===== config.mk =====
export PLATFORM = sky130hd
export DESIGN_NAME = uart_rx_core
export DESIGN_NICKNAME = d
export VERILOG_FILES = /design/src/rtl/uart_rx_core.sv
export SDC_FILE = /design/constraint.sdc
export NUM_CORES = 1
export LEC_CHECK = 0
export CAP_MARGIN = 20
export CORE_MARGIN = 1
export CORE_UTILIZATION = 30
export DETAILED_ROUTE_END_ITERATION = 10
export SLEW_MARGIN = 5
export SYNTH_ARGS = -nofsm -noshare
export SYNTH_HDL_FRONTEND = slang
export SYNTH_SLANG_ARGS = --single-unit

===== constraint.sdc =====
create_clock -name clk -period 2.1 [get_ports clk]
set_input_delay 0.42 -clock clk [delete_from_list [all_inputs] [get_ports clk]]
set_output_delay 0.42 -clock clk [all_outputs]
set_load 0.01 [all_outputs]

===== src/rtl/uart_rx_core.sv =====
// UART receiver: 2-flop synchronised rx, mid-bit sampling, ready/valid output with overrun flag.
// Optional parity checking is enabled by defining UART_RX_PARITY_EN.
module uart_rx_core #(
  parameter int unsigned CLKS_PER_BIT = 16,
  parameter int unsigned DATA_BITS    = 8,
  parameter int unsigned STOP_BITS    = 1,
  parameter int unsigned PARITY_ODD   = 0
) (
  input  logic                 clk,
  input  logic                 rst_n,
  input  logic                 rx,
  output logic [DATA_BITS-1:0] rx_data,
  output logic                 rx_valid,
  input  logic                 rx_ready,
  output logic                 frame_err,
  output logic                 parity_err,
  output logic                 overrun,
  output logic                 busy
);

  localparam int unsigned BaudW = $clog2(CLKS_PER_BIT);
  localparam int unsigned BitW  = $clog2(DATA_BITS);
  localparam logic [BaudW-1:0] BaudFull = BaudW'(CLKS_PER_BIT - 1);
  localparam logic [BaudW-1:0] BaudHalf = BaudW'(CLKS_PER_BIT / 2 - 1);
  localparam logic [BitW-1:0]  DataLast = BitW'(DATA_BITS - 1);
  localparam logic [BitW-1:0]  StopLast = BitW'(STOP_BITS - 1);

`ifdef UART_RX_PARITY_EN
  typedef enum logic [2:0] {StIdle, StStart, StData, StParity, StStop} state_e;
`else
  typedef enum logic [2:0] {StIdle, StStart, StData, StStop} state_e;
`endif

  state_e               state_q, state_d;
  logic [BaudW-1:0]     baud_q, baud_d;
  logic [BitW-1:0]      bit_q, bit_d;
  logic [DATA_BITS-1:0] shift_q, shift_d;
  logic                 ferr_q, ferr_d;
  logic                 rx_meta_q, rx_sync_q, rx_prev_q;
  logic [DATA_BITS-1:0] rx_data_q, rx_data_d;
  logic                 rx_valid_q, rx_valid_d;
  logic                 frame_err_q, frame_err_d;
  logic                 overrun_q, overrun_d;
  logic                 done;
  logic                 tick;
`ifdef UART_RX_PARITY_EN
  logic                 par_q, par_d;
  logic                 parity_err_q, parity_err_d;
`else
  logic                 unused_parity_odd;
  assign unused_parity_odd = (PARITY_ODD != 0);
`endif

  assign tick = (baud_q == '0);

  always_comb begin
    state_d = state_q;
    baud_d  = baud_q;
    bit_d   = bit_q;
    shift_d = shift_q;
    ferr_d  = ferr_q;
    done    = 1'b0;
`ifdef UART_RX_PARITY_EN
    par_d   = par_q;
`endif
    unique case (state_q)
      StIdle: begin
        if (rx_prev_q && !rx_sync_q) begin
          state_d = StStart;
          baud_d  = BaudHalf;
          bit_d   = '0;
          ferr_d  = 1'b0;
        end
      end
      StStart: begin
        if (!tick) begin
          baud_d = baud_q - 1'b1;
        end else if (!rx_sync_q) begin
          state_d = StData;
          baud_d  = BaudFull;
        end else begin
          state_d = StIdle;  // glitch: line back high at mid-bit
        end
      end
      StData: begin
        if (!tick) begin
          baud_d = baud_q - 1'b1;
        end else begin
          shift_d = {rx_sync_q, shift_q[DATA_BITS-1:1]};
          baud_d  = BaudFull;
          if (bit_q == DataLast) begin
            bit_d = '0;
`ifdef UART_RX_PARITY_EN
            state_d = StParity;
`else
            state_d = StStop;
`endif
          end else begin
            bit_d = bit_q + 1'b1;
          end
        end
      end
`ifdef UART_RX_PARITY_EN
      StParity: begin
        if (!tick) begin
          baud_d = baud_q - 1'b1;
        end else begin
          par_d   = rx_sync_q;
          baud_d  = BaudFull;
          state_d = StStop;
        end
      end
`endif
      StStop: begin
        if (!tick) begin
          baud_d = baud_q - 1'b1;
        end else begin
          ferr_d = ferr_q | ~rx_sync_q;
          baud_d = BaudFull;
          if (bit_q == StopLast) begin
            bit_d   = '0;
            state_d = StIdle;
            done    = 1'b1;
          end else begin
            bit_d = bit_q + 1'b1;
          end
        end
      end
      default: state_d = StIdle;
    endcase
  end

  // A completing word loads only if the output slot is empty or being drained this cycle.
  always_comb begin
    rx_data_d   = rx_data_q;
    rx_valid_d  = rx_valid_q;
    frame_err_d = frame_err_q;
    overrun_d   = 1'b0;
`ifdef UART_RX_PARITY_EN
    parity_err_d = parity_err_q;
`endif
    if (done) begin
      if (!rx_valid_q || rx_ready) begin
        rx_data_d   = shift_q;
        rx_valid_d  = 1'b1;
        frame_err_d = ferr_d;
`ifdef UART_RX_PARITY_EN
        parity_err_d = (^{shift_q, par_q}) ^ (PARITY_ODD != 0);
`endif
      end else begin
        overrun_d = 1'b1;
      end
    end else if (rx_valid_q && rx_ready) begin
      rx_valid_d = 1'b0;
    end
  end

  always_ff @(posedge clk or negedge rst_n) begin
    if (!rst_n) begin
      rx_meta_q   <= 1'b1;
      rx_sync_q   <= 1'b1;
      rx_prev_q   <= 1'b1;
      state_q     <= StIdle;
      baud_q      <= '0;
      bit_q       <= '0;
      shift_q     <= '0;
      ferr_q      <= 1'b0;
      rx_data_q   <= '0;
      rx_valid_q  <= 1'b0;
      frame_err_q <= 1'b0;
      overrun_q   <= 1'b0;
`ifdef UART_RX_PARITY_EN
      par_q        <= 1'b0;
      parity_err_q <= 1'b0;
`endif
    end else begin
      rx_meta_q   <= rx;
      rx_sync_q   <= rx_meta_q;
      rx_prev_q   <= rx_sync_q;
      state_q     <= state_d;
      baud_q      <= baud_d;
      bit_q       <= bit_d;
      shift_q     <= shift_d;
      ferr_q      <= ferr_d;
      rx_data_q   <= rx_data_d;
      rx_valid_q  <= rx_valid_d;
      frame_err_q <= frame_err_d;
      overrun_q   <= overrun_d;
`ifdef UART_RX_PARITY_EN
      par_q        <= par_d;
      parity_err_q <= parity_err_d;
`endif
    end
  end

  assign rx_data   = rx_data_q;
  assign rx_valid  = rx_valid_q;
  assign frame_err = frame_err_q;
  assign overrun   = overrun_q;
  assign busy      = (state_q != StIdle);
`ifdef UART_RX_PARITY_EN
  assign parity_err = parity_err_q;
`else
  assign parity_err = 1'b0;
`endif

endmodule


# ---- Word level (Yosys, flattened, before mapping)
# Cells that the tools add are included.
dict set report op_classes {
  n_addsub 2
  n_eq_ne 12
  muxes 30
  bitwise 2
  reduce_logical 19
}
# op n
set op_table {}
lappend op_table {{$mux 3} 11}
lappend op_table {{$mux 4} 4}
lappend op_table {{$ne 2x2->1 const B} 6}
lappend op_table {{$pmux 3 s4} 1}
lappend op_table {{$pmux 4 s3} 1}
lappend op_table {{$mux 1} 10}
lappend op_table {{$pmux 3 s3} 1}
lappend op_table {{$reduce_bool 3->1} 3}
lappend op_table {{$eq 3x2->1 const B} 2}
lappend op_table {{$logic_not 3->1} 2}
lappend op_table {{$reduce_and 2->1} 3}
lappend op_table {{$reduce_and 6->1} 1}
lappend op_table {{$logic_not 4->1} 1}
lappend op_table {{$reduce_and 4->1} 1}
lappend op_table {{$sub 4x1->4 const B} 1}
lappend op_table {{$add 3x1->3 const B} 1}
lappend op_table {{$eq 3x1->1 const B} 1}
lappend op_table {{$eq 3x3->1 const B} 1}
lappend op_table {{$ne 3x3->1 const B} 1}
lappend op_table {{$reduce_and 3->1} 1}
lappend op_table {{$logic_and 1x1->1} 2}
lappend op_table {{$logic_not 1->1} 2}
lappend op_table {{$mux 2} 1}
lappend op_table {{$ne 2x1->1 const B} 1}
lappend op_table {{other kinds (6)} 6}
dict set report word_totals {
  reg_bits 33
  in_bits 4
  out_inout_bits 13
  word_cells 77
}

# ---- Logic depth before layout (Yosys ltp)
# Gate-level depths: netlist of run 1.
dict set report logic_depth {
  word_depth 6
  depth_mapped 7
  depth_no_buf 6
}

# ---- Worst setup path after synthesis of run 1
# No wires, ideal clock.
dict set report synth_timing {
  path_type {flip-flop to flip-flop}
  from {reg baud_q[0]}
  to {reg rx_data_q[0] (netlist: rx_data[0])}
  setup_time_ns 0.125
  arrival_time_ns 2.009
  required_ns 1.975
  path_slack_ns -0.034
  stages_incl_launch_ff 8
  n_path_buf 1
  synth_period_minus_slack_ns 2.134
  cell_sequence {dfrtp_1 -> inv_1 -> ha_1 -> or3b_4 -> or3_4 -> nor2b_2 -> buf_6 -> mux2_2}
}
dict set report synth_between {
  elab_chain_cells 4
}
# item line
set synth_lines {}
lappend synth_lines {{from (decl)} 35} ;# logic [BaudW-1:0] baud_q, baud_d;
lappend synth_lines {{from (signal assigned)} 181} ;# baud_q <= baud_d;
lappend synth_lines {{$logic_not 4->1} 54} ;# assign tick = (baud_q == '0);
lappend synth_lines {{$mux 1} 115} ;# if (!tick) begin
lappend synth_lines {{$mux 1} 66} ;# unique case (state_q)
lappend synth_lines {{$reduce_and 2->1 (no line)} --}
lappend synth_lines {{to (signal assigned)} 185} ;# rx_data_q <= rx_data_d;
lappend synth_lines {{to (decl)} 40} ;# logic [DATA_BITS-1:0] rx_data_q, rx_data_d;
# Every way passes these cells.
# A chain may end at the register's enable or synchronous reset.

# ---- Final worst setup path of run 1
dict set report layout_timing {
  from {reg baud_q[0]}
  to {reg rx_data_q[4] (netlist: rx_data[4])}
}
# Same word-level chain as after synthesis.

==> results of run 1 <==
==> cells in the mapped netlist (all sizes together), types with 2 or more instances <==
cell type / instances / share of area, %
mux2: 16 / 12
a21oi: 8 / 2.7
nand2: 5 / 1.2
o21ai: 3 / 1.0
dfstp: 3 / 5.2
o22a: 2 / 1.2
or3b: 2 / 1.3
ha: 9 / 7.5
or2: 2 / 0.83
mux2i: 2 / 1.3
and2: 2 / 0.83
nor4b: 2 / 1.2
nor2b: 2 / 1.0
inv: 9 / 2.2
a31oi: 2 / 0.83
dfrtp: 29 / 48
nand2b: 4 / 1.7
nor2: 6 / 1.5
buf: 3 / 1.6
==> timing repair <==
item                                    4_1_cts  5_1_grt
setup buffers                                 3        1
hold buffers                                  0        0
endpoints found under the setup margin       10       10
gates resized for setup                       7        1
==> through the flow <==
stage	setup WS (ns)	TNS (ns)	cells	instance area, µm²	util [%]
6_report	0.02990	0	224	1944	40.63
5_1_grt	-0.04767	-0.3514	224	1944	40.63
4_1_cts	0.01143	0	223	1934	40.42
3_5_place_dp	-0.05116	-0.3168	212	1809	37.80
3_3_place_gp	-0.001031	-0.002388	212	1809	37.80
2_1_floorplan	-0.02288	-0.1830	123	1508	-
==> cells by family (layout without fill, tap and decap cells) <==
group,count (synthesis),after routing,synth area share (%)
buf+inv,13,47,4.073
other cells,1,1,0.2491
simple gates,31,31,12.47
mux,18,18,13.30
compound gates,19,19,8.978
fa+ha+maj,9,9,7.481
flops,32,32,53.45
==> worst max-delay path, cell delays in order, from the launching register on <==
cell and delay [ns]:
dfrtp_1 0.40, inv_2 0.08, ha_4 0.12, or3b_4 0.37
or3_4 0.39, nor2b_4 0.13, buf_12 0.13, mux2_2 0.32
==> registers in the layout (all words and copies together), names as in the netlist, 2 cells and up <==
signal   count
bit_q        3
shift_q      8
state_q      2
baud_q       4
rx_data      8
==> area by class of cell <==
type	instances	area, µm²	area share (%)
tap	67	83.83	4.311
clock buffer	7	76.32	3.925
multi-input combinational	78	665.6	34.23
timing repair buffer	30	275.3	14.16
sequential	32	804.5	41.38
clock inverter	1	5.005	0.2574
inverter	9	33.78	1.737
==> report_power, final <==
group | internal, mW | total, mW | switching (mW)
clock | 0.232 | 0.450 | 0.218
combinational | 0.383 | 0.778 | 0.395
sequential | 0.697 | 0.754 | 0.0577
==> worst paths after layout <==
kind	from	endpoint	cells after the start
max in group asynchronous	rst_n	rx_sync_q$_DFF_PN1_	2
max	baud_q[0]$_DFFE_PN0P_	rx_data[4]$_DFFE_PN0P_	7
min reg2reg	rx_meta_q$_DFF_PN1_	rx_sync_q$_DFF_PN1_	0
max reg2reg	baud_q[0]$_DFFE_PN0P_	rx_data[4]$_DFFE_PN0P_	7
min	rx_meta_q$_DFF_PN1_	rx_sync_q$_DFF_PN1_	0
min in group asynchronous	rst_n	rx_data[2]$_DFFE_PN0P_	2
==> cell usage in the layout (no fill, tap or decap), types with 2 or more instances in the layout <==
cell / Yosys / routed
dfrtp_1: 29 / 29
mux2_2: 16 / 15
clkdlybuf4s50_1: 0 / 15
buf_4: 1 / 14
a21oi_1: 8 / 8
inv_1: 9 / 7
ha_1: 9 / 7
nor2_1: 6 / 6
nand2_1: 5 / 5
clkbuf_8: 0 / 5
nand2b_1: 4 / 4
dfstp_2: 3 / 3
inv_2: 0 / 2
and2_1: 2 / 2
o21ai_0: 3 / 2
or3b_4: 1 / 2
or2_2: 2 / 2
mux2i_1: 2 / 2
nor4b_1: 2 / 2
o22a_1: 2 / 2
a31oi_1: 2 / 2
clkbuf_1: 1 / 2
==> per-layer routing <==
metal	part of all wire (%)	wire length, µm	vias to the layer above	GRT usage (%)
li1	-	-	487	-
met1	44	1267	487	14.44
met2	50	1438	20	20.35
met3	3.9	112	7	3.729
met4	1.7	48	0	5.229
met5	0	0	-	0
==> reports/metrics.cfg, run 1 <==
[run_status]
status = finished clean

[timing]
hold_viol = 0
setup_viol = 0
clock-skew-final_ns = 0.004613
rsz0062_at_grt = true
drv_slew = 0
period_needed_ns = 2.070
period_share_pct = 98.58
whs_ns = 0.3569
fmax_mhz = 483.1

[clock_network]
cts_root_buffer = clkbuf_8
cts.sinks = 32
cts_made_buffers = 5
clk_pin_slew_worst_paths_ns = 0.06
cts_max_level = 2
clk_latency_ns = 0.28
cts_tree = built
clock_tree.buffer_depth = 2

[layout]
fin_nets = 169
fill_cells = 454
antenna_cells = 0
layout-drive-gt1-share_pct = 32.48
syn_to_final_growth_pct = 29.18

[logic_synthesis]
syn_area_per_cell_um2 = 12.24
synth_edf_count = 0
async_reset_ff_share_pct = 100.0
synth-seq-cells = 32
synth-main-ff-cell = dfrtp_1
ys_types = 35
synth_fp_nets = 136
syn_inst = 123
synthesis.area_um2 = 1505
yosysSeqAreaShare_pct = 53.45
yosysWarnings = 0

[drt]
wirelength_um = 2867
routed_via_density = 4.469
vias = 1001
ant_nets = 0
remaining_drc_errors = 0
drt_iter0_markers = 21
drt-pass1-iter-count = 4
wl_per_cell_um = 12.80

[worst_setup_path]
critPathCaptureType = flip-flop
worstPathMaxFanout = 9
cp_data_arrival_time_ns = 2.24
critPathLaunchType = flip-flop
critPathRequiredTime_ns = 2.27
regToRegSetupSlack_ns = 0.03
worstSetupPathType = flip-flop to flip-flop

[die]
rows = 25
initial_utilization_pct = 31.45
top_level_ports = 17
core_um2 = 4786
dieWidth_um = 72.83
die-area_um2 = 5304
die_h_um = 72.83

[placement]
dp_hpwl_um = 2125
gp_congestion = 0.7362
port_buffers = 15

[grt]
gr-total-overflow = 0
grt_max_degree = 33
grt_pass1_vias = 1000
grt.total_usage_pct = 12.16
grt_pass1_wl_um = 4788
antenna_found_initial = 0

[pwr]
peakVddDrop_v = 0.0003242
p_per_area_nw_per_um2 = 1019
power.total_mw = 1.982
leakagePower_nw = 0.9154

[worst_hold_path]
hold_path_class = flip-flop to flip-flop

[job]
cap_violations = 0

(Power assumes the default switching activity.)
==> run 2: changes to the inputs <==
- SKIP_LAST_GASP: default -> 1
- SLEW_MARGIN: 5 -> 20
==> reports/metrics.cfg, run 2 (synthesis results as in run 1) <==
[clock_network]
clock_tree.buffer_depth = 2  ; unchanged
cts_tree = built  ; unchanged
clk_pin_slew_worst_paths_ns = 0.06  ; about the same
cts.sinks = 32  ; unchanged
cts_made_buffers = 5  ; unchanged
clk_latency_ns = 0.28  ; about the same
cts_max_level = 2  ; unchanged
cts_root_buffer = clkbuf_8  ; unchanged

[grt]
grt.busiest_layer = met2  ; unchanged
antenna_found_initial = 0  ; unchanged
grt.total_usage_pct = 12.04  ; was 12.16%
grt_pass1_vias = 1006  ; was 1,000
met2_usage_pct = 20.15  ; was 20.35%
grt_max_degree = 33  ; unchanged
gr-total-overflow = 0  ; unchanged
grt_pass1_wl_um = 4733  ; was 4788 µm
grt_use_met3_pct = 3.729  ; unchanged
grtUsageMet1_pct = 14.09  ; was 14.44%

[drt]
remaining_drc_errors = 0  ; unchanged
routed_via_density = 4.438  ; was 4.469
vias = 994  ; was 1,001
ant_nets = 0  ; unchanged
wirelength_um = 2854  ; was 2867 µm
drt_iter0_markers = 24  ; was 21
drt-pass1-iter-count = 4  ; unchanged
wl_per_cell_um = 12.74  ; was 12.80 µm

[worst_setup_path]
critPathLaunchType = flip-flop  ; unchanged
critPathCaptureType = flip-flop  ; unchanged
rr_worst_depth = 7  ; unchanged
critPathRequiredTime_ns = 2.27  ; about the same
reg2reg_to = rx_data[5]$_DFFE_PN0P_  ; was rx_data[4]$_DFFE_PN0P_
regToRegSetupSlack_ns = -0.02  ; was 0.03 ns
cp_data_arrival_time_ns = 2.29  ; was 2.24 ns
worstSetupPathType = flip-flop to flip-flop  ; unchanged
timing.rr.start = baud_q[0]$_DFFE_PN0P_  ; unchanged
worstPathMaxFanout = 9  ; unchanged

[worst_hold_path]
hold_path_class = flip-flop to flip-flop  ; unchanged
holdPathEnd = rx_sync_q$_DFF_PN1_  ; unchanged
min_path_cells = 0  ; unchanged
hp-start = rx_meta_q$_DFF_PN1_  ; unchanged

[timing]
hold_viol = 0  ; unchanged
period_needed_ns = 2.122  ; was 2.070 ns
tns_ns = -0.09995  ; was 0 ns
setup_viol = 8  ; was 0
rsz0062_at_grt = true  ; unchanged
drv_slew = 0  ; unchanged
fmax_mhz = 471.2  ; was 483.1 MHz
clock-skew-final_ns = 0.004619  ; was 0.004613 ns
layout_setup_ws_ns = -0.02240  ; was 0.02990 ns
period_share_pct = 101.1  ; was 98.58%

[layout]
fin_util_pct = 40.34  ; was 40.63%
antenna_cells = 0  ; unchanged
final_common_cell = dfrtp_1  ; unchanged
fin_cells = 224  ; unchanged
fin_nets = 169  ; unchanged
layout-drive-gt1-share_pct = 32.48  ; unchanged
fill_cells = 457  ; was 454
syn_to_final_growth_pct = 28.26  ; was 29.18%
mostFrequentLayoutCells = dfrtp_1 (29), mux2_2 (16), clkdlybuf4s50_1 (15)  ; was dfrtp_1 (29), mux2_2 (15), clkdlybuf4s50_1 (15)
fin_area_um2 = 1931  ; was 1944 µm²

[die]
initial_utilization_pct = 31.45  ; unchanged
die_h_um = 72.83  ; unchanged
dieWidth_um = 72.83  ; unchanged
rows = 25  ; unchanged
core_um2 = 4786  ; unchanged
die-area_um2 = 5304  ; unchanged
top_level_ports = 17  ; unchanged

[pwr]
p_per_area_nw_per_um2 = 1019  ; about the same
p_clk_share_pct = 22.9  ; was 22.7%
combPwrFrac_pct = 38.8  ; was 39.2%
switchingPower_mw = 0.6623  ; was 0.6705 mW
peakVddDrop_v = 0.0003239  ; was 0.0003242 V
pwr-share-seq_pct = 38.4  ; was 38.1%
power.total_mw = 1.966  ; was 1.982 mW
internal-power_mw = 1.304  ; was 1.311 mW
p_sw_share_pct = 33.68  ; was 33.83%
leakagePower_nw = 0.9132  ; was 0.9154 nW

[placement]
place_area_um2 = 1809  ; unchanged
gp_congestion = 0.7362  ; unchanged
dp_hpwl_um = 2125  ; unchanged
port_buffers = 15  ; unchanged
dp_cells = 212  ; unchanged

[run_status]
status = finished, violations left  ; was finished clean
failed_checks = negative setup slack

[job]
cap_violations = 0  ; unchanged

[run 2: cell count changes in the layout (fill, tap and decap cells not counted)]
cell	delta
mux2_4	-1
ha_4	-1
ha_2	+1
mux2_2	+1
[run 2: worst max-delay path by stage]
stage / startpoint / end / slack, ns / cells past startpoint
after floorplan: baud_q[0]$_DFFE_PN0P_ / rx_data[0]$_DFFE_PN0P_ / -0.02 / 7
after global placement: baud_q[1]$_DFFE_PN0P_ / rx_data[6]$_DFFE_PN0P_ / -0.001 / 7
after detailed placement: baud_q[0]$_DFFE_PN0P_ / rx_data[5]$_DFFE_PN0P_ / -0.05 / 7
after CTS: baud_q[0]$_DFFE_PN0P_ / rx_data[5]$_DFFE_PN0P_ / -0.04 / 7
after global routing: baud_q[0]$_DFFE_PN0P_ / rx_data[5]$_DFFE_PN0P_ / -0.10 / 7
final: baud_q[0]$_DFFE_PN0P_ / rx_data[5]$_DFFE_PN0P_ / -0.02 / 7
[run 2: worst max-delay path: stages, from the launching register on]
cell	delay [ns]
dfrtp_1	0.40
inv_2	0.07
ha_2	0.16
or3b_4	0.37
or3_4	0.41
nor2b_4	0.13
buf_12	0.13
mux2_2	0.33
[run 2: power by group through the flow]
stage | logic, mW | registers, mW | clock network [mW]
floorplan | 0.433 | 0.767 | 0
global placement | 0.656 | 0.770 | 0
detailed placement | 0.699 | 0.778 | 0
CTS | 0.750 | 0.750 | 0.464
global route | 0.854 | 0.761 | 0.489
finish | 0.762 | 0.754 | 0.450
[run 2: what timing repair did]
item | 4_1_cts | 5_1_grt
pin swaps | 0 | 1
setup buffers | 3 | 1
endpoints found under the hold margin | 0 | 0
gates resized for setup | 3 | 3
endpoints found under the setup margin | 10 | 11
hold buffers | 0 | 0
[run 2: stage by stage]
step           setup WS, ns  hold WS [ns]
6_report           -0.02240        0.3569
5_1_grt             -0.1009        0.3616
4_1_cts            -0.03631        0.3585
3_5_place_dp       -0.05116        0.3494
3_3_place_gp      -0.001031        0.3462
2_1_floorplan      -0.02288        0.1244
[run 2: final cells by class]
class,instances,area [µm²],share of cell area (%)
inverter,9,33.78,1.750
clock inverter,1,5.005,0.2592
clock buffer,7,76.32,3.953
multi-input combinational,78,651.9,33.77
sequential,32,804.5,41.67
tap,67,83.83,4.342
timing repair buffer,30,275.3,14.26
[run 2: metal layers]
layer	wire, µm	vias to the layer above
met5	0	-
met4	48	0
met3	89	7
met2	1431	14
met1	1284	485
li1	-	488
==> run 3: changes to the inputs <==
- CORE_UTILIZATION: 30 -> 49
- PLACE_DENSITY: default -> 0.74
==> reports/metrics.cfg, run 3 (synthesis results as in run 1) <==
[run_status]
status = finished, violations left  ; unchanged
failed_checks = design-rule violations, negative setup slack  ; was negative setup slack

[worst_hold_path]
hold_path_class = flip-flop to flip-flop  ; unchanged
min_path_cells = 0  ; unchanged
holdPathEnd = rx_sync_q$_DFF_PN1_  ; unchanged
hp-start = rx_meta_q$_DFF_PN1_  ; unchanged

[layout]
mostFrequentLayoutCells = dfrtp_1 (29), clkdlybuf4s50_1 (14), buf_4 (14)  ; was dfrtp_1 (29), mux2_2 (16), clkdlybuf4s50_1 (15)
final_common_cell = dfrtp_1  ; unchanged
layout-drive-gt1-share_pct = 33.96  ; was 32.48%
syn_to_final_growth_pct = 27.27  ; was 28.26%
fin_nets = 171  ; was 169
antenna_cells = 0  ; unchanged
fin_area_um2 = 1916  ; was 1931 µm²
fin_util_pct = 67.71  ; was 40.34%

[drt]
routed_via_density = 5.426  ; was 4.438
drt_iter0_markers = 36  ; was 24
drt-pass1-iter-count = 7  ; was 4
wirelength_um = 3111  ; was 2854 µm
ant_nets = 0  ; unchanged
remaining_drc_errors = 1  ; was 0
vias = 1031  ; was 994
wl_per_cell_um = 16.37  ; was 12.74 µm

[grt]
grt_use_met3_pct = 7.937  ; was 3.729%
grtUsageMet1_pct = 25.08  ; was 14.09%
met2_usage_pct = 33.39  ; was 20.15%
grt_pass1_wl_um = 4905  ; was 4733 µm
antenna_found_initial = 0  ; unchanged
gr-total-overflow = 0  ; unchanged
grt_pass1_vias = 1076  ; was 1,006
grt.busiest_layer = met2  ; unchanged
grt_max_degree = 33  ; unchanged
grt.total_usage_pct = 20.25  ; was 12.04%

[worst_setup_path]
slowest_stage = dfrtp_1  ; was or3_4
slowest_delay_ns = 0.42  ; was 0.41 ns
reg2reg_to = rx_data[3]$_DFFE_PN0P_  ; was rx_data[5]$_DFFE_PN0P_
path_buf_inv = 3  ; was 2
timing.rr.start = baud_q[0]$_DFFE_PN0P_  ; unchanged
worstPathMaxFanout = 6  ; was 9
cp_cell_sequence = inv_2, ha_4, or3b_4, or3_4, nor2b_4, buf_12, buf_8, mux2_4  ; was inv_2, ha_2, or3b_4, or3_4, nor2b_4, buf_12, mux2_2
critPathLaunchType = flip-flop  ; unchanged
regToRegSetupSlack_ns = -0.11  ; was -0.02 ns
cp_data_arrival_time_ns = 2.43  ; was 2.29 ns
cpLargestDelayFamily = simple AND/OR/NAND/NOR gates  ; unchanged
critPathRequiredTime_ns = 2.32  ; was 2.27 ns
worstSetupPathType = flip-flop to flip-flop  ; unchanged
critPathCaptureType = flip-flop  ; unchanged
rr_worst_depth = 8  ; was 7
cp_num_cells = 8  ; was 7

[pwr]
peakVddDrop_v = 0.0006277  ; was 0.0003239 V
leakagePower_nw = 0.9284  ; was 0.9132 nW
p_per_area_nw_per_um2 = 996.3  ; was 1019 nW/µm²
power.total_mw = 1.908  ; was 1.966 mW

[clock_network]
cts_made_buffers = 5  ; unchanged
clock_tree.buffer_depth = 2  ; unchanged
cts_tree = built  ; unchanged
cts.sinks = 32  ; unchanged
clk_latency_ns = 0.32  ; was 0.28 ns
clk_pin_slew_worst_paths_ns = 0.10  ; was 0.06 ns
cts_root_buffer = clkbuf_4  ; was clkbuf_8
holdBufCountCts = 0  ; unchanged
cts_max_level = 2  ; unchanged

[timing]
period_share_pct = 105.4  ; was 101.1%
rsz0062_at_grt = true  ; unchanged
layout_setup_ws_ns = -0.1131  ; was -0.02240 ns
tns_ns = -0.6317  ; was -0.09995 ns
hold_viol = 0  ; unchanged
period_needed_ns = 2.213  ; was 2.122 ns
fmax_mhz = 451.9  ; was 471.2 MHz
clock-skew-final_ns = 0.01125  ; was 0.004619 ns
setup_viol = 9  ; was 8
drv_slew = 0  ; unchanged

[die]
rows = 19  ; was 25
die-area_um2 = 3298  ; was 5304 µm²
initial_utilization_pct = 53.21  ; was 31.45%
die_h_um = 57.43  ; was 72.83 µm
dieWidth_um = 57.43  ; was 72.83 µm
core_um2 = 2829  ; was 4786 µm²
top_level_ports = 17  ; unchanged

[job]
cap_violations = 0  ; unchanged

[placement]
place_area_um2 = 1757  ; was 1809 µm²
gp_congestion = 0.8600  ; was 0.7362
port_buffers = 15  ; unchanged
dp_hpwl_um = 1981  ; was 2125 µm

## run 3: cell types whose count changed in the layout (fill, tap and decap cells not counted), sizes merged
cell,previous run,this run
buf,15,17
clkinvlp,0,1
dlymetal6s2s,0,1
clkdlybuf4s50,15,14
clkinv,1,0
## run 3: layout make-up
cell class	instances	area (µm²)
Inverter	9	33.78
Timing Repair Buffer	32	304.0
Clock inverter	1	7.507
Clock buffer	7	55.05
Tap cell	31	38.79
Fill cell	214	913.4
Multi-Input combinational cell	78	671.9
Sequential cell	32	804.5
## run 3: how the worst max path moves through the flow
stage,startpoint,endpoint,slack (ns)
final,baud_q[0]$_DFFE_PN0P_,rx_data[3]$_DFFE_PN0P_,-0.11
after global routing,baud_q[0]$_DFFE_PN0P_,frame_err$_DFFE_PN0P_,-0.16
after CTS,baud_q[1]$_DFFE_PN0P_,rx_data[6]$_DFFE_PN0P_,-0.04
after detailed placement,baud_q[0]$_DFFE_PN0P_,rx_data[6]$_DFFE_PN0P_,-0.03
after global placement,baud_q[1]$_DFFE_PN0P_,rx_data[4]$_DFFE_PN0P_,0.01
after floorplan,baud_q[0]$_DFFE_PN0P_,rx_data[0]$_DFFE_PN0P_,-0.02
## run 3: report_power, final
part	switching (mW)	total [mW]	leakage [nW]	internal, mW
clock	0.207	0.371	0.0315	0.164
combinational	0.398	0.782	0.479	0.384
sequential	0.0597	0.755	0.418	0.695
## run 3: metal layers
metal	wire, µm	part of all wire (%)
met1	1350	43
met4	8	0.26
met5	0	0
met2	1633	52
met3	119	3.8
## run 3: timing repair
action / 4_1_cts / 5_1_grt
endpoints found under the setup margin: 9 / 10
pin swaps: 0 / 2
gates resized for setup: 1 / 14
buffers inserted: 3 / 4
## run 3: stage by stage
step | worst slack [ns] | hold slack (ns) | std cells
after floorplan | -0.02288 | 0.1244 | 123
after global placement | 0.01043 | 0.3477 | 175
after detailed placement | -0.03482 | 0.3533 | 175
after CTS | -0.04449 | 0.3666 | 186
after global routing | -0.1618 | 0.3705 | 190
final | -0.1131 | 0.3635 | 190
